[config.mk]
export PLATFORM = sky130hd
export DESIGN_NAME = n64_frame_fifo
export DESIGN_NICKNAME = d
export VERILOG_FILES = /design/src/rtl/n64_tas_pkg.sv /design/src/rtl/sync_ram_1r1w.sv /design/src/rtl/n64_frame_fifo.sv
export SDC_FILE = /design/constraint.sdc
export NUM_CORES = 2
export LEC_CHECK = 0
export ABC_AREA = 1
export CAP_MARGIN = 0
export CORE_UTILIZATION = 45
export DETAILED_ROUTE_END_ITERATION = 8
export PLACE_DENSITY = 0.61
export SYNTH_ARGS = -nofsm -noshare
export SYNTH_HDL_FRONTEND = slang
export SYNTH_SLANG_ARGS = --single-unit
[constraint.sdc]
create_clock -name clk -period 7.2 [get_ports clk]
set_input_delay 0.72 -clock clk [delete_from_list [all_inputs] [get_ports clk]]
set_output_delay 0.72 -clock clk [all_outputs]
set_load 0.02 [all_outputs]
[src/rtl/n64_tas_pkg.sv]
// Shared definitions for the N64 TAS input path.
// Contents:
//   FRAME_W       - width of one controller frame
//   NEUTRAL_FRAME - frame with no buttons pressed and the stick centred
//   frame_t       - one controller frame
//   rd_state_t    - states of the frame FIFO read port
package n64_tas_pkg;

  localparam int FRAME_W = 32;

  typedef logic [FRAME_W-1:0] frame_t;

  localparam frame_t NEUTRAL_FRAME = 32'h0000_0000;

  typedef enum logic {
    RD_IDLE  = 1'b0,
    RD_FETCH = 1'b1
  } rd_state_t;

endpackage

[src/rtl/sync_ram_1r1w.sv]
// Simple dual-port RAM: one write port and one read port with a registered
// read. There is no read-during-write bypass. A read of the address being
// written in the same cycle returns the old contents.
// Ports:
//   clk     - clock
//   i_we    - write enable
//   i_waddr - write address
//   i_wdata - write data
//   i_re    - read enable; o_rdata updates on the next edge
//   i_raddr - read address
//   o_rdata - registered read data; holds between reads
module sync_ram_1r1w #(
  parameter int DEPTH = 64,
  parameter int WIDTH = 32,
  localparam int AW = $clog2(DEPTH)
) (
  input  logic             clk,
  input  logic             i_we,
  input  logic [AW-1:0]    i_waddr,
  input  logic [WIDTH-1:0] i_wdata,
  input  logic             i_re,
  input  logic [AW-1:0]    i_raddr,
  output logic [WIDTH-1:0] o_rdata
);

  logic [WIDTH-1:0] r_mem [DEPTH];
  logic [WIDTH-1:0] r_q;

  // The storage has no reset, so that it maps onto block RAM.
  always_ff @(posedge clk) begin
    if (i_we) begin
      r_mem[i_waddr] <= i_wdata;
    end
    if (i_re) begin
      r_q <= r_mem[i_raddr];
    end
  end

  assign o_rdata = r_q;

endmodule

[src/rtl/n64_frame_fifo.sv]
// Per-console controller-frame buffer. The serial handler writes frames into
// this buffer. The protocol engine polls it and receives one frame per poll.
// A poll that finds the buffer empty replays the last frame returned (the
// hold register) and counts an underrun.
// Ports:
//   clk, rst       - clock; synchronous active-high reset
//   wr_en, wr_data - write strobe and frame from the serial handler
//   request_frame  - high while one more write will be accepted
//   poll           - request for the next frame from the protocol engine
//   frame_data     - frame returned for the latest poll
//   frame_valid    - one-cycle pulse one cycle after an accepted poll
//   underrun       - pulse with frame_valid when the poll found the buffer empty
//   overrun        - pulse one cycle after a write that was dropped because the buffer was full
//   level          - number of frames currently stored
//   underrun_count - saturating number of underruns since reset
module n64_frame_fifo
  import n64_tas_pkg::*;
#(
  parameter int DEPTH       = 64,
  parameter int REQ_HOLDOFF = 4,
  parameter int CNT_W       = 16
) (
  input  logic                     clk,
  input  logic                     rst,
  input  logic                     wr_en,
  input  logic [FRAME_W-1:0]       wr_data,
  output logic                     request_frame,
  input  logic                     poll,
  output logic [FRAME_W-1:0]       frame_data,
  output logic                     frame_valid,
  output logic                     underrun,
  output logic                     overrun,
  output logic [$clog2(DEPTH):0]   level,
  output logic [CNT_W-1:0]         underrun_count
);

  localparam int AW    = $clog2(DEPTH);
  localparam int LVL_W = AW + 1;
  localparam int HO_W  = (REQ_HOLDOFF > 0) ? $clog2(REQ_HOLDOFF + 1) : 1;
  localparam logic [LVL_W-1:0] LVL_FULL = LVL_W'(DEPTH);
  localparam logic [HO_W-1:0]  HO_LOAD  = HO_W'(REQ_HOLDOFF);

  rd_state_t          r_state, w_state_next;
  logic [AW-1:0]      r_wr_ptr, r_rd_ptr;
  logic [LVL_W-1:0]   r_level, w_level_next;
  logic [HO_W-1:0]    r_holdoff, w_holdoff_next;
  logic               r_req;
  logic               r_overrun;
  logic               r_fetch_under;
  frame_t             r_hold;
  logic [CNT_W-1:0]   r_under_cnt;
  frame_t             w_ram_q;

  logic w_full, w_empty;
  logic w_poll_ok, w_in_fetch;
  logic w_wr_ok, w_rd_ok, w_poll_under;

  // Full and empty use the level at the start of the cycle. A write into an
  // empty buffer cannot satisfy a poll in the same cycle.
  assign w_full       = (r_level == LVL_FULL);
  assign w_empty      = (r_level == '0);
  assign w_wr_ok      = wr_en && !w_full;
  assign w_rd_ok      = w_poll_ok && !w_empty;
  assign w_poll_under = w_poll_ok && w_empty;

  // Read-port FSM. A poll that arrives while a fetch is in flight is ignored.
  always_comb begin
    w_state_next = r_state;
    w_poll_ok    = 1'b0;
    w_in_fetch   = 1'b0;
    case (r_state)
      RD_IDLE: begin
        if (poll) begin
          w_poll_ok    = 1'b1;
          w_state_next = RD_FETCH;
        end
      end
      RD_FETCH: begin
        w_in_fetch   = 1'b1;
        w_state_next = RD_IDLE;
      end
      default: w_state_next = RD_IDLE;
    endcase
  end

  always_comb begin
    w_level_next = r_level;
    case ({w_wr_ok, w_rd_ok})
      2'b10:   w_level_next = r_level + LVL_W'(1);
      2'b01:   w_level_next = r_level - LVL_W'(1);
      default: w_level_next = r_level;
    endcase
  end

  // A dropped write does not reload the holdoff. Only frames that were stored
  // throttle the serial handler.
  always_comb begin
    w_holdoff_next = r_holdoff;
    if (w_wr_ok) begin
      w_holdoff_next = HO_LOAD;
    end else if (r_holdoff != '0) begin
      w_holdoff_next = r_holdoff - HO_W'(1);
    end
  end

  always_ff @(posedge clk) begin
    if (rst) begin
      r_state       <= RD_IDLE;
      r_wr_ptr      <= '0;
      r_rd_ptr      <= '0;
      r_level       <= '0;
      r_holdoff     <= '0;
      r_req         <= 1'b0;
      r_overrun     <= 1'b0;
      r_fetch_under <= 1'b0;
      r_hold        <= NEUTRAL_FRAME;
      r_under_cnt   <= '0;
    end else begin
      r_state       <= w_state_next;
      r_level       <= w_level_next;
      r_holdoff     <= w_holdoff_next;
      r_req         <= (w_level_next != LVL_FULL) && (w_holdoff_next == '0);
      r_overrun     <= wr_en && w_full;
      r_fetch_under <= w_poll_under;
      if (w_wr_ok) begin
        r_wr_ptr <= r_wr_ptr + AW'(1);
      end
      if (w_rd_ok) begin
        r_rd_ptr <= r_rd_ptr + AW'(1);
      end
      // Capture the fetched frame so that later underruns can replay it.
      if (w_in_fetch && !r_fetch_under) begin
        r_hold <= w_ram_q;
      end
      if (w_poll_under && (r_under_cnt != '1)) begin
        r_under_cnt <= r_under_cnt + CNT_W'(1);
      end
    end
  end

  sync_ram_1r1w #(
    .DEPTH (DEPTH),
    .WIDTH (FRAME_W)
  ) u_ram (
    .clk     (clk),
    .i_we    (w_wr_ok),
    .i_waddr (r_wr_ptr),
    .i_wdata (wr_data),
    .i_re    (w_rd_ok),
    .i_raddr (r_rd_ptr),
    .o_rdata (w_ram_q)
  );

  // In the fetch cycle the fresh RAM word is presented directly. Otherwise the
  // output shows the hold register. A reset during the fetch cycle suppresses
  // the pending result.
  assign frame_valid    = w_in_fetch && !rst;
  assign underrun       = w_in_fetch && r_fetch_under && !rst;
  assign frame_data     = (w_in_fetch && !r_fetch_under && !rst) ? w_ram_q : r_hold;
  assign request_frame  = r_req;
  assign overrun        = r_overrun;
  assign level          = r_level;
  assign underrun_count = r_under_cnt;

endmodule

# Word level (Yosys, flattened, before mapping)
# Memory sizes are Yosys's and may differ from the RTL's. A register that Yosys moved wholly into a read port is not among the register bits.
# Index checks and enable logic that the tools add are counted.
totals:
  register_bits: 74
  inputBits: 36
  word_cells: 51
  ram_bits: 2048
  memories: 1
op_classes:
  n_mux: 10
  bitwise_logic: 1
  addsub: 6
  n_reduce_logical: 18
  n_eq_ne: 5
memory_table:
  columns: ["name", "words", "width", "read_ports", "rd_ports_with_merged_regs", "wr", "line_no", "rtl"]
  rows:
  - ["u_ram.r_mem", 64, 32, 1, 1, 1, "sync_ram_1r1w.sv:26", "logic [WIDTH-1:0] r_mem [DEPTH];"]
op_table:
  columns: ["op", "n"]
  rows:
  - ["2-to-1 mux 32 bit", 1]
  - ["adder 16 x 1 -> 16 bit (second input constant)", 1]
  - ["inequality test 16 bit (second input constant)", 1]
  - ["one-hot mux 7 bit (2 select lines)", 1]
  - ["adder 6 x 1 -> 6 bit (second input constant)", 2]
  - ["logical AND 1 bit", 11]
  - ["adder 7 x 1 -> 7 bit (second input constant)", 1]
  - ["equality test 7 bit (second input constant)", 1]
  - ["logical NOT 7 bit", 1]
  - ["inequality test 7 bit (second input constant)", 1]
  - ["subtractor 7 x 1 -> 7 bit (second input constant)", 1]
  - ["2-to-1 mux 3 bit", 2]
  - ["2-to-1 mux 1 bit", 5]
  - ["logical NOT 1 bit", 4]
  - ["logical NOT 3 bit", 1]
  - ["nonzero test 3 bit", 1]
  - ["subtractor 3 x 1 -> 3 bit (second input constant)", 1]
  - ["equality test 2 x 1 -> 1 bit (second input constant)", 1]
  - ["equality test 2 bit (second input constant)", 1]
  - ["one-hot mux 1 bit (2 select lines)", 1]
  - ["inverter 1 bit", 1]

# Longest topological paths before layout
depth:
  word_depth: 7
  ltp_mapped: 20
  depth_no_buf: 19

# Modules after synthesis
# Synthesis repeated with hierarchy kept, for this count alone.
hier_totals:
  hier_cells: 7278
  hier_area_um2: 86772.0
modules_own_cells:
  columns: ["module", "area_per_inst_um2", "instances", "seq_area_each_um2", "cells_each"]
  rows:
  - ["sync_ram_1r1w", 83058.4, 1, 62459.9, 6769]
  - ["n64_frame_fifo", 3713.6, 1, 1481.4, 509]

# Worst setup path after synthesis
# OpenSTA, ideal clock, no wires.
synth_timing:
  path_type: "register to register"
  start: "register r_level[2], in the netlist level[2]"
  end: "memory u_ram.r_mem[63][0] (enable)"
  stages_incl_launch_ff: 7
  arrival_time_ns: 3.376
  path_buffers: 2
  setup_time_ns: 0.463
  slack_ns: 3.361
  path_cell_list: "dfxtp_1 > nor2_2 > nand2_4 > o21ai_4 > buf_6 > buf_2 > nor3_1"
synth_via:
  elab_chain_len: 5
synth_rtl:
  columns: ["item", "line_no", "rtl"]
  rows:
  - ["start, declared", "n64_frame_fifo.sv:45", "logic [LVL_W-1:0] r_level, w_level_next;"]
  - ["start signal, assigned", "n64_frame_fifo.sv:120", "r_level <= w_level_next;"]
  - ["equality test 7 bit", "n64_frame_fifo.sv:60", "assign w_full = (r_level == LVL_FULL);"]
  - ["logical NOT 1 bit", "n64_frame_fifo.sv:62", "assign w_wr_ok = wr_en && !w_full;"]
  - ["logical AND 1 bit", "n64_frame_fifo.sv:62", null]
  - ["2-to-1 mux 1 bit", "sync_ram_1r1w.sv:31", "if (i_we) begin"]
  - ["2-to-1 mux 1 bit (implied by the code)", "sync_ram_1r1w.sv:32", "r_mem[i_waddr] <= i_wdata;"]
  - ["end, declared", "sync_ram_1r1w.sv:26", null]
# Every way passes these cells.

# Final worst setup path
layout_timing:
  start: "register r_level[3], in the netlist level[3]"
  end: "memory u_ram.r_mem[34][10] (enable)"
# Same word-level chain as after synthesis.

==> results.toml <==
[outcome]
status = "finished, violations left"
failed_checks = "DRC"

[global_routing]
antenna_found_initial = 14
grt_pass1_wl_mm = 351
grt_pass1_vias = 50000
grt_use_total = 0.255
grt_max_degree = 201
grt_overflow = 0

[floorplanning]
io-pin-count = 95
die_area_um2 = 188000
dieWidth_um = 434
coreArea_um2 = 185000
std_cell_rows = 158
start_util = 0.452
die_h_um = 434

[synthesis]
yosysSeqAreaShare = 0.763
synthDistinctLibCells = 41
netlist_top_cells_area = "edfxtp_1 (75%), o21ai_0 (6.4%), nor2_1 (5.0%), o22ai_1 (2.3%), o221ai_1 (2.1%)"
ys_seq_elements = 2154
yosys_warnings = 0
avgSynthCellArea_um2 = 13.5
syn_area_um2 = 83800
yosysTopAreaCellShare = 0.745
syn_nets = 6264
netlist_instances = 6220
yosys.area.top_type = "edfxtp_1"

[clocking]
clk_pin_slew_ns = 0.06
root_buffer = "clkbuf_16"
clock-sinks = 2154
cts_buffer_depth = 3
cts_tree = "yes"
clk_latency_ns = 0.86
htree_levels = 4
postCtsSetupBuffers = 0
postCtsResizedCells = 0
hold_buffers = 0
cts_buffers = 209

[sta]
tightestPinTransition_ns = 1.39
report.final.slew_viol_count = 0
fin_skew_ns = 0.0253
grt_setup_unrepaired = "no"
setup_viol = 0
min_period_over_period = 0.556
period_needed_ns = 4.01
finalSetupTns_ns = 0
slew_headroom = 0.0721
setup_ws_ns = 3.19
clock.fmax_ghz = 0.250
hold_viol = 0

[route]
drc_errors = 2
num_vias = 54000
wirelength_mm = 242
first_pass_iters = 8
viasPerCell = 6.10
ant_nets = 0
wl_per_cell_um = 27.3
first_iter_violations = 7254

[worst_setup_path]
cp_max_fo = 26
cp.arrival_ns = 4.53
path_cells = "nor2_2, nand2_4, o21ai_4, buf_4, inv_1, nand4_1, nor2_4, buf_4"
crit_family = "simple AND/OR/NAND/NOR gates"
path_buf_inv = 3
regToRegSetupSlack_ns = 3.19
critPathKind = "reg2reg"
crit_slowest_cell = "nor2_4"
worstPathRequired_ns = 7.72
end_kind = "flip-flop"
worst_path_most_repeated_cell = "buf_4"
start_kind = "flip-flop"
cp_slowest_stage_delay_ns = 1.16

[cells_and_area]
n_fill_cell = 15600
ff_latch_area_um2 = 64000
final_cell_mix = "edfxtp_1 (2080), o21ai_0 (1076), nor2_1 (1056)"
nets = 6241
design_area_um2 = 94000
multi_input_area_um2 = 18100
area_growth_pct = 12.2
drive_gt1_frac = 0.0838
layout_commonest_cell = "edfxtp_1"

[run]
maxCapViolations = 0

[pwr]
p_leak_nw = 29.3
ir_worst_vdd_mv = 0.332
power.density_nw_per_um2 = 336

[place]
port_buffers = 94
dpl-instance-area_um2 = 87500
dpl.hpwl_mm = 129
place_congestion = 0.839
place_ws_ns = 2.65

[worst_hold_path]
hold_class = "reg2reg"
power by group:
part / switching, mW / leakage [nW] / total, mW / internal (mW)
registers: 0.276 / 19.3 / 14.3 / 14.0
logic: 4.93 / 6.82 / 6.77 / 1.84
clock network: 4.72 / 3.16 / 10.5 / 5.81
Yosys cell counts:
cell type     n
a2111oi_0     1
a211oi_1      2
a21boi_1      1
a21oi_1      89
a31oi_1      30
a32o_1       29
buf_1        16
buf_2       107
buf_4         6
buf_6         2
clkbuf_1    322
dfxtp_1      74
edfxtp_1   2080
ha_1          8
inv_1        82
inv_2         8
nand2_1     310
nand2_2       3
nand2_4       2
nand3_1     152
nand3_2       1
nand3b_1      1
nand4_1      67
nor2_1     1118
nor2_2        4
nor2_4        1
nor3_1       15
nor3_2        1
nor3_4        2
nor3b_1       2
nor4_1        3
o211ai_1     54
o21a_1        2
o21ai_0    1076
o21ai_1       1
o21ai_4       1
o221ai_1    202
o22ai_1     310
o31ai_1      32
xnor2_1       1
xor2_1        2
through the flow:
stage | utilization | hold WS, ns | instances | power [mW]
2_1_floorplan | - | 0.435 | 6220 | 18.7
3_3_place_gp | 0.472 | 0.453 | 8466 | 21.1
3_5_place_dp | 0.472 | 0.454 | 8466 | 21.2
4_1_cts | 0.507 | 0.452 | 8850 | 31.6
5_1_grt | 0.508 | 0.482 | 8854 | 32.7
6_report | 0.508 | 0.464 | 8859 | 31.6
registers in the layout (all words and copies together), names as in the netlist:
signal          cells
r_wr_ptr            6
r_state             1
u_ram.r_mem      2048
r_rd_ptr            6
request_frame       1
underrun_count     16
r_fetch_under       1
u_ram.o_rdata      32
level               7
overrun             1
r_hold             32
r_holdoff           3
worst reg2reg max path, stage by stage (launching register included):
cell and delay [ns]:
dfxtp_1 0.47, nor2_2 0.08, nand2_4 0.12, o21ai_4 0.06
buf_4 0.24, inv_1 0.19, nand4_1 0.90, nor2_4 1.17
buf_4 0.44
per-layer routing:
| layer | global-route usage | routed length, um |
|---|---|---|
| met5 | 0 | 40 |
| met1 | 0.372 | 101000 |
| met2 | 0.393 | 112000 |
| met4 | 0.0690 | 6000 |
| met3 | 0.0457 | 23200 |
cell type report:
cell class | instances | share of cell area
inverter | 90 | 0.00390
tap | 2480 | 0.0330
multi-input combinational | 3523 | 0.193
antenna | 9 | 0.000240
timing repair buffer | 219 | 0.0206
clock buffer | 279 | 0.0594
clock inverter | 105 | 0.00987
sequential | 2154 | 0.680
worst paths after layout:
path,from,end,cells past startpoint
max reg2reg,level[3]$_SDFF_PP0_,u_ram.r_mem[34][10]$_DFFE_PP_,8
min reg2reg,r_hold[1]$_SDFFE_PP0P_,r_hold[1]$_SDFFE_PP0P_,2
min,r_hold[1]$_SDFFE_PP0P_,r_hold[1]$_SDFFE_PP0P_,2
max,level[3]$_SDFF_PP0_,u_ram.r_mem[34][10]$_DFFE_PP_,8
cell families (layout without fill, tap and decap cells):
logic type | Yosys count | count (layout) | share of synthesized area
adders and majority gates | 8 | 8 | 0.00119
other | 0 | 9 | 0
DFF | 2154 | 2154 | 0.763
and+or+nand+nor | 1682 | 1682 | 0.0810
AOI/OAI and AO/OA | 1830 | 1830 | 0.128
buffers and inverters | 543 | 693 | 0.0264
xor gates and xnor gates | 3 | 3 | 0.000314
(Power assumes the default switching activity.)
